<file path="src/rtl/synth_voice_sequencer.sv">
// synth_voice_sequencer
//   Multi-voice DDS phase-accumulator engine. On each sample tick the voices
//   are swept serially, one per clk. Each voice's phase advances by its tuning
//   word, and the top ADDR_W phase bits are emitted as a wavetable ROM address.
//   f_note = f_tick * inc / 2^PHASE_W.
//
//   Optional feature, enabled by defining SYNTH_GLIDE_EN:
//   Portamento. Each voice's current tuning word moves towards the written
//   target by (target - current) >>> GLIDE_SHIFT on every update.
//
// Ports
//   clk, rst      clock; asynchronous active-high reset
//   tick          sample-rate strobe, 1 clk wide
//   cfg_valid/cfg_ready, cfg_voice, cfg_inc, cfg_gate
//                 voice config write; accepted only while idle
//   out_valid     out_voice/out_addr/out_active hold one voice result
//   sweep_done    pulses together with the last voice's result
//   overrun       sticky flag: a tick arrived while sweeping; cleared by ovr_clr
module synth_voice_sequencer #(
    parameter int NUM_VOICES  = 4,
    parameter int PHASE_W     = 16,
    parameter int ADDR_W      = 10,
    parameter int GLIDE_SHIFT = 2,
    localparam int VW         = (NUM_VOICES > 1) ? $clog2(NUM_VOICES) : 1
) (
    input  logic               clk,
    input  logic               rst,
    input  logic               tick,
    input  logic               cfg_valid,
    output logic               cfg_ready,
    input  logic [VW-1:0]      cfg_voice,
    input  logic [PHASE_W-1:0] cfg_inc,
    input  logic               cfg_gate,
    output logic               out_valid,
    output logic [VW-1:0]      out_voice,
    output logic [ADDR_W-1:0]  out_addr,
    output logic               out_active,
    output logic               sweep_done,
    output logic               overrun,
    input  logic               ovr_clr
);

    if (ADDR_W > PHASE_W || GLIDE_SHIFT < 0 || NUM_VOICES < 1) begin : g_bad_params
        $error("synth_voice_sequencer: illegal parameter combination");
    end

    localparam logic [VW-1:0] LAST = VW'(NUM_VOICES - 1);

    typedef enum logic {IDLE, SWEEP} state_t;

    state_t            state, state_nxt;
    logic [VW-1:0]     idx, idx_nxt;

    logic [PHASE_W-1:0] phase [NUM_VOICES];
    logic               gate  [NUM_VOICES];
`ifdef SYNTH_GLIDE_EN
    logic [PHASE_W-1:0] cur_inc [NUM_VOICES];
    logic [PHASE_W-1:0] tgt_inc [NUM_VOICES];
    logic signed [PHASE_W:0] glide_diff, glide_step;
`else
    logic [PHASE_W-1:0] inc [NUM_VOICES];
`endif

    logic [PHASE_W-1:0] step_inc;   // tuning word applied in this update
    logic [PHASE_W-1:0] phase_sum;  // new phase of the voice being updated
    logic               cfg_wr;

    assign cfg_ready = (state == IDLE);
    // Writes to a voice index beyond NUM_VOICES complete the handshake but are dropped.
    assign cfg_wr    = cfg_valid && cfg_ready && ({1'b0, cfg_voice} < (VW+1)'(NUM_VOICES));

    // FSM state register
    always_ff @(posedge clk or posedge rst) begin
        if (rst) begin
            state <= IDLE;
            idx   <= '0;
        end else begin
            // NOTE: clocked state uses non-blocking assignments so every flop
            // samples pre-edge values regardless of block ordering.
            state <= state_nxt;
            idx   <= idx_nxt;
        end
    end

    // Next-state and voice-update arithmetic
    always_comb begin
        // NOTE: every signal gets a default first so no path leaves it
        // unassigned, which would otherwise infer a latch.
        state_nxt = state;
        idx_nxt   = idx;
        case (state)
            IDLE: begin
                if (tick) begin
                    state_nxt = SWEEP;
                    idx_nxt   = '0;
                end
            end
            SWEEP: begin
                idx_nxt = idx + 1'b1;
                if (idx == LAST) begin
                    state_nxt = IDLE;
                    idx_nxt   = '0;
                end
            end
            default: state_nxt = IDLE;
        endcase

`ifdef SYNTH_GLIDE_EN
        glide_diff = $signed({1'b0, tgt_inc[idx]}) - $signed({1'b0, cur_inc[idx]});
        glide_step = glide_diff >>> GLIDE_SHIFT;
        // A small residual difference would otherwise never close; force a 1-LSB step.
        if (glide_diff != '0 && glide_step == '0)
            glide_step = glide_diff[PHASE_W] ? {(PHASE_W+1){1'b1}} : (PHASE_W+1)'(1);
        step_inc = PHASE_W'({1'b0, cur_inc[idx]} + glide_step);
`else
        step_inc = inc[idx];
`endif
        phase_sum = phase[idx] + step_inc;
    end

    // Per-voice storage
    always_ff @(posedge clk or posedge rst) begin
        if (rst) begin
            // NOTE: the voice arrays are small register files that must start
            // silent, so they are reset explicitly rather than inferred as RAM.
            for (int v = 0; v < NUM_VOICES; v++) begin
                phase[v]   <= '0;
                gate[v]    <= 1'b0;
`ifdef SYNTH_GLIDE_EN
                cur_inc[v] <= '0;
                tgt_inc[v] <= '0;
`else
                inc[v]     <= '0;
`endif
            end
        end else if (cfg_wr) begin
            gate[cfg_voice]    <= cfg_gate;
`ifdef SYNTH_GLIDE_EN
            tgt_inc[cfg_voice] <= cfg_inc;
            // A note starting from silence jumps straight to pitch.
            if (!gate[cfg_voice] && cfg_gate)
                cur_inc[cfg_voice] <= cfg_inc;
`else
            inc[cfg_voice]     <= cfg_inc;
`endif
        end else if (state == SWEEP) begin
            phase[idx]   <= gate[idx] ? phase_sum : '0;
`ifdef SYNTH_GLIDE_EN
            cur_inc[idx] <= step_inc;
`endif
        end
    end

    // Registered result stream and overrun flag
    always_ff @(posedge clk or posedge rst) begin
        if (rst) begin
            out_valid  <= 1'b0;
            out_voice  <= '0;
            out_addr   <= '0;
            out_active <= 1'b0;
            sweep_done <= 1'b0;
            overrun    <= 1'b0;
        end else begin
            out_valid  <= 1'b0;
            sweep_done <= 1'b0;
            if (state == SWEEP) begin
                out_valid  <= 1'b1;
                out_voice  <= idx;
                out_addr   <= gate[idx] ? phase_sum[PHASE_W-1 -: ADDR_W] : '0;
                out_active <= gate[idx];
                sweep_done <= (idx == LAST);
            end
            // Set has priority over clear.
            if (tick && state == SWEEP)
                overrun <= 1'b1;
            else if (ovr_clr)
                overrun <= 1'b0;
        end
    end

endmodule

</file>
<file path="config.mk">
export PLATFORM = sky130hd
export DESIGN_NAME = synth_voice_sequencer
export DESIGN_NICKNAME = d
export VERILOG_FILES = /design/src/rtl/synth_voice_sequencer.sv
export SDC_FILE = /design/constraint.sdc
export NUM_CORES = 1
export LEC_CHECK = 0
export ABC_AREA = 1
export CAP_MARGIN = 0
export CORE_MARGIN = 2
export CORE_UTILIZATION = 40
export CTS_BUF_LIST = sky130_fd_sc_hd__clkbuf_4 sky130_fd_sc_hd__clkbuf_8
export CTS_CLUSTER_SIZE = 25
export DETAILED_ROUTE_END_ITERATION = 6
export SYNTH_ARGS = -nofsm -noshare
export SYNTH_HDL_FRONTEND = slang
export SYNTH_SLANG_ARGS = --single-unit
</file>
<file path="constraint.sdc">
create_clock -name clk -period 5.5 [get_ports clk]
set_clock_uncertainty 0.05 [all_clocks]
set_input_delay 0.55 -clock clk [delete_from_list [all_inputs] [get_ports clk]]
set_output_delay 0.55 -clock clk [all_outputs]
set_load 0.02 [all_outputs]
</file>
### Word-level counts from Yosys, hierarchy flattened

Cells that the tools add are included.

* register bits after elaboration: 151
* bits of input ports: 24
* output and inout bits: 17
* word-level logic and storage cells: 68

* add/sub/neg operators: 2
* $lt $le $gt $ge: 4
* eq/ne operators: 2
* multiplexer cells: 30
* bitwise operators: 4
* reductions and logical operators: 6

Operators by type and width (count)
* 64-bit bitwise mux: 2
* 16-bit two-way mux: 7
* 16-bit binary-select mux with 2-bit select: 2
* 16-bit demux with 2-bit select: 2
* 16-bit adder: 1
* 10-bit two-way mux: 1
* 1-bit two-way mux: 9
* 3-bit greater-or-equal comparator, second input constant: 2
* 3-bit by 1-bit less-than comparator with 1-bit output, second input constant: 2
* 2-bit NOT with 3-bit output: 2
* 4-bit bitwise mux: 1
* 1-bit logical AND: 4
* 2-bit two-way mux: 2
* 2-bit case mux with 2 select lines: 1
* 2-bit by 1-bit adder with 2-bit output, second input constant: 1
* 1-bit binary-select mux with 2-bit select: 1
* 1-bit demux with 2-bit select: 1
* 2-bit equality test, second input constant: 1
* 2-bit inequality test, second input constant: 1
* 1-bit NOT: 2
* 1-bit case mux with 2 select lines: 1
* 2-bit AND reduction: 1
* 2-bit nonzero test: 1

### Logic depth before layout (Yosys ltp)

Gate-level depths: netlist of run 1.

* depth in word-level cells: 7
* mapped depth: 16
* mapped depth without buffers: 14

### Least setup slack after synthesis of run 1

Ideal clock, no wire load.

* path type: register -> register
* from: reg idx[0]
* to: reg out_addr[1]
* setup time: 136 ps
* arrival time: 2304 ps
* required time: 5314 ps
* slack: 3010 ps
* cell stages (with the launch flop): 14
* buffers on the path: 2
* clock period less this slack: 2490 ps
* cell sequence: dfrtp_1 inv_1 buf_2 clkbuf_1 nor2_1 o22ai_1 ha_1 nand3_1 nand3_1 nand2_1 nand2_1 or2_2 nand3_1 o21ai_0

* longest elaborated chain between the ends: 6
* elaborated cells between the ends (all ways): 12
* those cells by class: 1 x add/sub; 10 x mux; 1 x bitwise

Ends and longest elaborated chain
* start, declared: line 52 `logic [VW-1:0] idx, idx_nxt;`
* start signal, assigned: line 81 `idx <= idx_nxt;`
* 2-bit NOT with 3-bit output (implied by the code) (*): line 116, 118, 169
* 16-bit binary-select mux with 2-bit select, on equally long branches: line 118, 116
* 16-bit two-way mux, on equally long branches (2 in series): line 118, 116
* 16-bit adder: line 118 `phase_sum = phase[idx] + step_inc;`
* 10-bit two-way mux (*): line 169 `out_addr <= gate[idx] ? phase_sum[PHASE_W-1 -: ADDR_W] : '0;`
* end signal, assigned: line 169
* end, declared: line 36 `output logic [ADDR_W-1:0] out_addr,`

Mark *: on every way between the ends. The rest lies on a longest branch, timed or not. The select of a mux whose other input is x is not followed.
A chain may end at the register's enable or synchronous reset.

### Worst setup path in the final report of run 1

* from: reg idx[0]
* to: reg phase[55] (netlist name)

* longest elaborated chain between the ends: 7
* elaborated cells between the ends (all ways): 18
* those cells by class: 1 x add/sub; 2 x order compare; 13 x mux; 1 x bitwise; 1 x reduce/logical

Ends and longest elaborated chain
* 2-bit NOT with 3-bit output (*): line 116, 118, 147
* 16-bit binary-select mux with 2-bit select, on equally long branches: line 118, 116
* 16-bit two-way mux, on equally long branches (2 in series): line 118, 116
* 16-bit adder: line 118
* 16-bit two-way mux: line 147 `phase[idx] <= gate[idx] ? phase_sum : '0;`
* 64-bit bitwise mux (*): line 147
* end signal, assigned by index: line 147
* end, declared: line 54 `logic [PHASE_W-1:0] phase [NUM_VOICES];`

Marked as above.

==> results of run 1 <==
-- placed cells by master, fill, tap and decap left out --
cell type | synthesis | final
ha_1 | 19 | 19
fa_1 | 1 | 1
dfrtp_1 | 151 | 150
dfrtp_2 | 0 | 1
clkinv_4 | 0 | 2
o22ai_4 | 0 | 1
inv_1 | 77 | 75
o22ai_1 | 32 | 32
nand3_1 | 16 | 16
inv_6 | 0 | 1
nor3_1 | 2 | 2
clkbuf_4 | 0 | 2
clkinv_2 | 0 | 1
o21ai_1 | 33 | 33
clkbuf_8 | 0 | 19
nor2_2 | 1 | 1
nand3_2 | 7 | 7
clkinv_1 | 1 | 1
inv_2 | 1 | 2
clkdlybuf4s50_1 | 0 | 40
a21oi_2 | 1 | 1
nand3b_1 | 3 | 3
o21ai_0 | 143 | 143
clkinvlp_4 | 0 | 4
or2_2 | 5 | 5
bufinv_16 | 0 | 4
a21oi_1 | 8 | 8
nand4_1 | 33 | 33
nand2_1 | 282 | 282
nor2_1 | 75 | 75
buf_4 | 1 | 7
-- kinds of logic (layout without fill, tap and decap cells) --
kind of cell    after synthesis  after routing  share of synthesized area (%)
compound gates              218            218                           15.3
fa+ha+maj                    20             20                           3.46
buf+inv                     127            158                           6.67
flops                       151            151                           50.8
simple gates                424            424                           23.7
-- flip-flops by register name (all words and copies together) (netlist names) --
signal and cells:
gate 4, idx 2, inc 64, out_active 1, out_addr 10, out_valid 1, out_voice 2, overrun 1
phase 64, state 1, sweep_done 1
-- worst max-delay path, stage by stage, from the launching register on --
cell and delay (ps):
dfrtp_2 410, inv_2 790, o21ai_0 170, o22ai_1 330, ha_1 330, nand3_1 100
nand3_1 130, nand2_1 90, nand2_1 110, or2_2 300, nand3_1 160, o21ai_0 110
-- layer usage --
metal,up-vias,GRT usage (%),share of wire (%)
met5,-,0,0
met4,0,5.90,1.6
met3,23,3.93,5.1
met2,162,29.9,42
met1,2908,29.7,51
li1,3123,-,-
-- stage by stage --
step                utilization [%]  hold WS, ps  cells  setup slack, ps  area, µm²
floorplan                         -          299    940              835       7440
global placement               44.2          408   1168             2290       8000
detailed placement             44.2          411   1168             2230       8000
CTS                            46.7          433   1200             2220       8440
global route                   46.7          452   1200             1850       8440
finish                         46.7          434   1200             2230       8440
-- area by class of cell --
type                    instances  area [µm²]  area share (%)
well taps                     229         287            3.39
clock buffers                  21         277            3.27
repair buffers                 47         453            5.36
multi-input cells             662        3170            37.6
flip-flops and latches        151        3780            44.8
inverters                      79         302            3.57
clock inverters                11         173            2.04
-- worst max-delay path by stage --
stage / start / end / depth (start not counted)
finish: idx[0] / phase[55] / 11
detailed placement: idx[0] / phase[55] / 11
CTS: idx[0] / phase[55] / 11
global route: idx[0] / phase[55] / 11
global placement: idx[0] / phase[7] / 11
floorplan: rst / gate[0] / 1
==> summary.txt, run 1 <==
fill cell count: 1,796
Ys Warns: 0
# IOs: 41
worst slew pin tran: 1130 ps
drt wl/cell: 15.4 µm
most area-consuming cells after synthesis: dfrtp_1 51%, nand2_1 14%, o21ai_0 9.6%
count of flip-flops with a built-in enable after synthesis: 0
Synth top cells by count: 282 x nand2_1, 151 x dfrtp_1, 143 x o21ai_0, 77 x inv_1, 75 x nor2_1
Avg Vias per Cell: 5.18
post-synthesis async set-or-reset flop share: 100%
R2R depth: 11
CTS sink count: 151
HPWL after DPL: 11.4 mm
Mapped Nets: 984
hold buffers post-CTS: 0
die height: 140 µm
top cell type's share of synthesized area: 50.8%
ant diodes: 0
post-CTS sizing: 0
FF+latch count, synth: 151
fmax: 306 MHz
max-cap violations: 0
share of cells above drive strength 1: 5.97%
number of distinct library cells after synthesis: 26
sequential share of the synthesized area: 50.8%
endpoint type of the worst setup path: flop
Hold/Removal Path Class: flop to flop
most frequent cell after synthesis: nand2_1
worst skew pair latency: 460 ps
largest net degree at the start of global routing: 110
worst hold start: phase[45]
Clock Path Buffers: 2
setup TNS: 0 ps
Critical R2R Launch: idx[0]
post-synth top area cell: dfrtp_1
Mapped Area: 0.00744 mm²
first-pass GRT wire length: 31.5 mm
total global routing overflow: 0
Reg2Reg Capture Point: phase[55]
relative slew slack: 24.8%
initial drt markers: 437
setup bufs post-CTS: 0
die area: 0.0197 mm²
Worst Path Required: 5740 ps
max-slew violations: 0
status: complete, no violations
Starting Density: 41.1%
core area: 0.0181 mm²
synthesized area per cell: 7.92 µm²
first drt pass iteration count: 5
critical path arrival: 3510 ps
DR DRC count: 0
CP Class: flop to flop
Hold Fails Final Rpt: 0
RSZ-0062 raised after global routing: false
num rows: 49
CTS clk-pin slew, worst paths: 80 ps
port bufs: 40
fin crit period: 3270 ps
Global Route Usage Sum: 20.1%
antenna violations before repair: 0
CTS Root Cell: clkbuf_8
Detail Route Antenna Nets: 0
Inserted Clock Buffers: 17
final wirelength: 18.4 mm
CTS tree: built
Area Growth Syn to Fin: 13.5%
main flop type after synthesis: dfrtp_1
ratio of final minimum period to clock period: 59.4%
Max Fanout on Critical Path: 67
# H-tree levels: 4
hold path endpoint: phase[45]
hold depth: 2
Final Setup Violations: 0
# nets final: 1,002
Synth Instances: 940
via count: 6,216
RD Place Congestion: 0.891
number of global-route vias before repair: 6,055
die width: 140 µm
critical path startpoint category: flop
flop2flop setup slack: 2230 ps
Power of run 1 is left out: the tool's default activity adds up to more than one toggle a clock period on the data nets, which glitch-free logic cannot reach.
==> run 2: changes to the inputs <==
- clock period: 5.5 -> 3.15 ns (I/O delays scaled with it)
==> run 2 against run 1 <==
  * Final cell count is 1.0% higher
  * Design area increased by 0.80%
  * Flip-flop and latch count is the same
  * Fmax up 16%
  * Largest cell class unchanged
  * Register-to-register slack got worse by 1900 ps
  * Worst hold slack got worse by 51 ps
==> summary.txt, run 2 (synthesized netlist as in run 1, its figures left out) <==
Inserted Clock Buffers: 17
share of cells above drive strength 1: 7.12%
Critical R2R Launch: idx[0]
worst hold start: ovr_clr
critical path arrival: 3110 ps
Pleak: 4.21 nW
fill cell count: 1,827
# nets final: 1,014
antenna violations before repair: 0
critical path startpoint category: flop
CP startpoint: idx[0]
initial drt markers: 604
CTS sink count: 151
switching share of power: 48.9%
setup TNS: 0 ps
CTS clk-pin slew, worst paths: 90 ps
status: complete, no violations
# IOs: 41
fmax: 354 MHz
Area Growth Syn to Fin: 14.4%
HPWL after DPL: 11.7 mm
ratio of final minimum period to clock period: 89.7%
drt wl/cell: 15.0 µm
endpoint type of the worst setup path: flop
Flop pwr share: 29.4%
port bufs: 40
first drt pass iteration count: 5
Largest regs: inc: 64 flops, phase: 64 flops, out_addr: 10 flops
Max Fanout on Critical Path: 33
RSZ-0062 raised after global routing: false
fin crit period: 2830 ps
largest net degree at the start of global routing: 152
Multi-input gate area: 0.00317 mm²
CP Class: flop to flop
core area: 0.0181 mm²
max-cap violations: 0
ant diodes: 0
worst skew pair latency: 450 ps
setup bufs post-CTS: 0
total global routing overflow: 0
clock network fraction of total power: 13.4%
Avg Vias per Cell: 5.18
number of global-route vias before repair: 6,028
Internal: 5.42 mW
worst slew pin tran: 836 ps
Hold/Removal Path Class: primary input to flop
relative slew slack: 44.2%
Final Setup Violations: 0
final wirelength: 18.1 mm
max-slew violations: 0
die width: 140 µm
flop2flop setup slack: 320 ps
via count: 6,275
Pwr Total: 10.6 mW
Worst Path Required: 3440 ps
pwr dens: 1250 mW/mm²
CTS Root Cell: clkbuf_8
die height: 140 µm
Clock Path Buffers: 2
DR DRC count: 0
Starting Density: 41.1%
Hold Fails Final Rpt: 0
num rows: 49
# H-tree levels: 4
RD Place Congestion: 0.897
Peak VDD IR: 0.518 mV
post-CTS sizing: 0
most common cell after layout, fill and taps aside: nand2_1
combinational power share: 57.2%
most frequent cells in the layout: 282 x nand2_1, 150 x dfrtp_1, 143 x o21ai_0
Detail Route Antenna Nets: 0
die area: 0.0197 mm²
Global Route Usage Sum: 19.7%
sw power: 5.18 mW
first-pass GRT wire length: 31.1 mm
hold buffers post-CTS: 0
CTS tree: built
FF/Latch Area: 0.00378 mm²
run 2: cell count changes in the layout (fill, tap and decap cells not counted):
cell | before | now
buf_4 | 7 | 15
buf_12 | 0 | 4
bufinv_16 | 4 | 1
inv_6 | 1 | 4
clkbuf_4 | 2 | 1
clkbuf_8 | 19 | 18
clkinv_2 | 1 | 2
clkinvlp_4 | 4 | 5
run 2: path summary, 6_finish.rpt:
check | end | cells past startpoint
min in group asynchronous | phase[4] | 3
min reg2reg | phase[27] | 2
max | out_addr[9] | 13
max in group asynchronous | phase[16] | 3
min | overrun | 2
max reg2reg | out_addr[9] | 13
run 2: power by group through the flow:
stage	sequential (mW)	clock (mW)	combinational (mW)
global placement	3.14	0	5.97
detailed placement	3.14	0	6.05
CTS	3.12	1.46	6.06
global route	3.21	1.54	6.95
finish	3.12	1.42	6.06
floorplan	3.11	0	4.36
run 2: layout make-up:
| cell class | count | share of cell area [%] |
|---|---|---|
| clock buffers | 19 | 3.00 |
| clock inverters | 13 | 1.44 |
| inverters | 79 | 3.53 |
| multi-input cells | 662 | 37.3 |
| flip-flops and latches | 151 | 44.4 |
| well taps | 229 | 3.37 |
| repair buffers | 59 | 6.97 |
run 2: critical path, cell delays in order (launching register included):
cell     delay, ps
dfrtp_2        420
inv_2          310
buf_12         250
o21ai_0        100
o22ai_1        240
ha_1           350
nand2_1        140
inv_1           60
nand2_1         80
nand2_1         70
a21oi_1        180
nand3_1        190
nand4_1        180
nand2_1         80
run 2: routing by layer:
layer | track usage (%) | part of all wire, % | vias up
li1 | - | - | 3153
met4 | 5.53 | 1.2 | 0
met2 | 28.9 | 42 | 192
met1 | 29.9 | 51 | 2914
met5 | 0 | 0 | -
met3 | 3.42 | 5.1 | 16
run 2: stage by stage:
stage	area, µm²	worst slack [ps]	utilization (%)	instances	hold slack, ps
2_1_floorplan	7450	660	-	940	299
3_3_place_gp	8130	399	45.0	1180	408
3_5_place_dp	8130	349	45.0	1180	413
4_1_cts	8510	342	47.1	1212	364
5_1_grt	8510	130	47.1	1212	379
6_report	8510	323	47.1	1212	383
Power figures use the tool's default switching activity.
==> run 3: changes to the inputs <==
- CTS_BUF_LIST: sky130_fd_sc_hd__clkbuf_4 sky130_fd_sc_hd__clkbuf_8 -> sky130_fd_sc_hd__clkbuf_16
- CTS_CLUSTER_SIZE: 25 -> default
==> run 3 against run 2 <==
  * Sequential share of layout area is 0.91 points lower
  * Flip-flop and latch count stayed put
  * Combinational power hardly changed
  * Register-to-register slack worse by 20 ps
  * Design area is 2.1% higher
  * Routed wire length is 0.71% higher
  * Final cell count stayed put
==> summary.txt, run 3 (synthesized netlist as in run 1, its figures left out) <==
HPWL after DPL: 11.7 mm
CTS Root Cell: clkbuf_16
Hold/Removal Path Class: primary input to async pin
setup TNS: 0 ps
Post-DP Area: 0.00813 mm²
pwr dens: 1280 mW/mm²
max-slew violations: 0
number of global-route vias before repair: 6,013
fmax: 351 MHz
critical path arrival: 3110 ps
fill cell count: 1,818
final wirelength: 18.3 mm
total global routing overflow: 0
# IOs: 41
Worst Path Required: 3420 ps
Internal: 5.85 mW
Detail Route Antenna Nets: 0
worst slew pin tran: 865 ps
Peak VDD IR: 0.664 mV
CTS clk-pin slew, worst paths: 60 ps
Max Fanout on Critical Path: 33
critical path startpoint category: flop
crit-path most repeated cell: nand2_1
fin area: 0.00869 mm²
max-cap violations: 0
core area: 0.0181 mm²
met3 WL post-DR: 787 µm
Final Setup Violations: 0
wl on met1: 9.49 mm
Flop pwr share: 28.1%
Multi-input gate area: 0.00317 mm²
Inserted Clock Buffers: 17
via count: 6,240
largest net degree at the start of global routing: 152
CP Class: flop to flop
ant diodes: 0
fin crit period: 2850 ps
switching share of power: 47.4%
hold buffers post-CTS: 0
die width: 140 µm
status: complete, no violations
sw power: 5.26 mW
CTS sink count: 151
Clock Path Buffers: 2
Avg Vias per Cell: 5.15
share of cells above drive strength 1: 6.92%
combinational power share: 54.6%
Area Growth Syn to Fin: 16.8%
met2 WL: 7.73 mm
most frequent cells in the layout: 282 x nand2_1, 150 x dfrtp_1, 143 x o21ai_0
drt wl/cell: 15.1 µm
DR top layer: met4
first-pass GRT wire length: 31.2 mm
CP max stage cell: dfrtp_2
most common cell after layout, fill and taps aside: nand2_1
FF/Latch Area: 0.00378 mm²
clock network fraction of total power: 17.3%
# H-tree levels: 4
initial drt markers: 596
Pwr Total: 11.1 mW
first drt pass iteration count: 5
worst skew pair latency: 430 ps
endpoint type of the worst setup path: flop
Starting Density: 41.1%
num rows: 49
ratio of final minimum period to clock period: 90.4%
RSZ-0062 raised after global routing: false
Hold Fails Final Rpt: 0
relative slew slack: 42.3%
CTS tree: built
setup bufs post-CTS: 0
die height: 140 µm
Global Route Usage Sum: 19.8%
# nets final: 1,014
post-CTS sizing: 0
cell chain of the critical path: inv_2, buf_12, o21ai_0, o22ai_1, ha_1, nand2_1, inv_1, nand2_1, nand2_1, a21oi_1, nand3_1, nand4_1, nand2_1
die area: 0.0197 mm²
Largest regs: inc: 64 flops, phase: 64 flops, out_addr: 10 flops
port bufs: 40
RD Place Congestion: 0.897
DR DRC count: 0
antenna violations before repair: 0
CP peak stage delay: 420 ps
flop2flop setup slack: 300 ps
Pleak: 4.29 nW
[run 3: cell count changes in the layout (fill, tap and decap cells not counted)]
cell	previous run	this run
inv_1	75	76
clkbuf_8	18	0
clkbuf_16	0	17
clkbuf_4	1	0
clkinv_1	1	2
[run 3: final timing paths]
path,cells after the start,from,to
setup / recovery,13,idx[0],out_addr[9]
min in group clk,2,ovr_clr,overrun
hold / removal,3,rst,phase[4]
max in group asynchronous,3,rst,idx[0]
setup reg to reg,13,idx[0],out_addr[9]
hold reg to reg,2,phase[27],phase[27]
[run 3: metrics by stage]
step / instances / worst slack, ps / utilization, % / hold WS [ps]
floorplan: 940 / 660 / - / 299
global placement: 1180 / 399 / 45.0 / 408
detailed placement: 1180 / 349 / 45.0 / 413
CTS: 1212 / 342 / 48.0 / 398
global route: 1212 / 129 / 48.0 / 419
finish: 1212 / 301 / 48.0 / 350
[run 3: cell type report]
| type | instances | share of cell area (%) |
|---|---|---|
| clock inverter | 15 | 1.50 |
| multi-input combinational | 662 | 36.5 |
| sequential | 151 | 43.5 |
| clock buffer | 17 | 4.90 |
| timing repair buffer | 59 | 6.83 |
| tap | 229 | 3.30 |
| inverter | 79 | 3.46 |
[run 3: worst max-delay path, delay by kind of cell, from the launching register on]
kind                     cells  cell delay (ps)
AO/OA/AOI/OAI                3              530
adder cells (fa/ha/maj)      1              350
buffers and inverters        3              620
flip-flops                   1              420
AND/OR/NAND/NOR              6              760
[run 3: power by group through the flow]
stage          logic [mW]  registers, mW  clock network (mW)
2_1_floorplan        4.36           3.11                   0
3_3_place_gp         5.97           3.14                   0
3_5_place_dp         6.05           3.14                   0
4_1_cts              6.07           3.12                1.95
5_1_grt              6.95           3.22                2.04
6_report             6.07           3.13                1.92
[run 3: metal layers]
metal	vias to the layer above	track usage, %
met2	140	29.0
met4	0	6.33
met5	-	0
met1	2925	29.9
met3	20	3.42
li1	3155	-
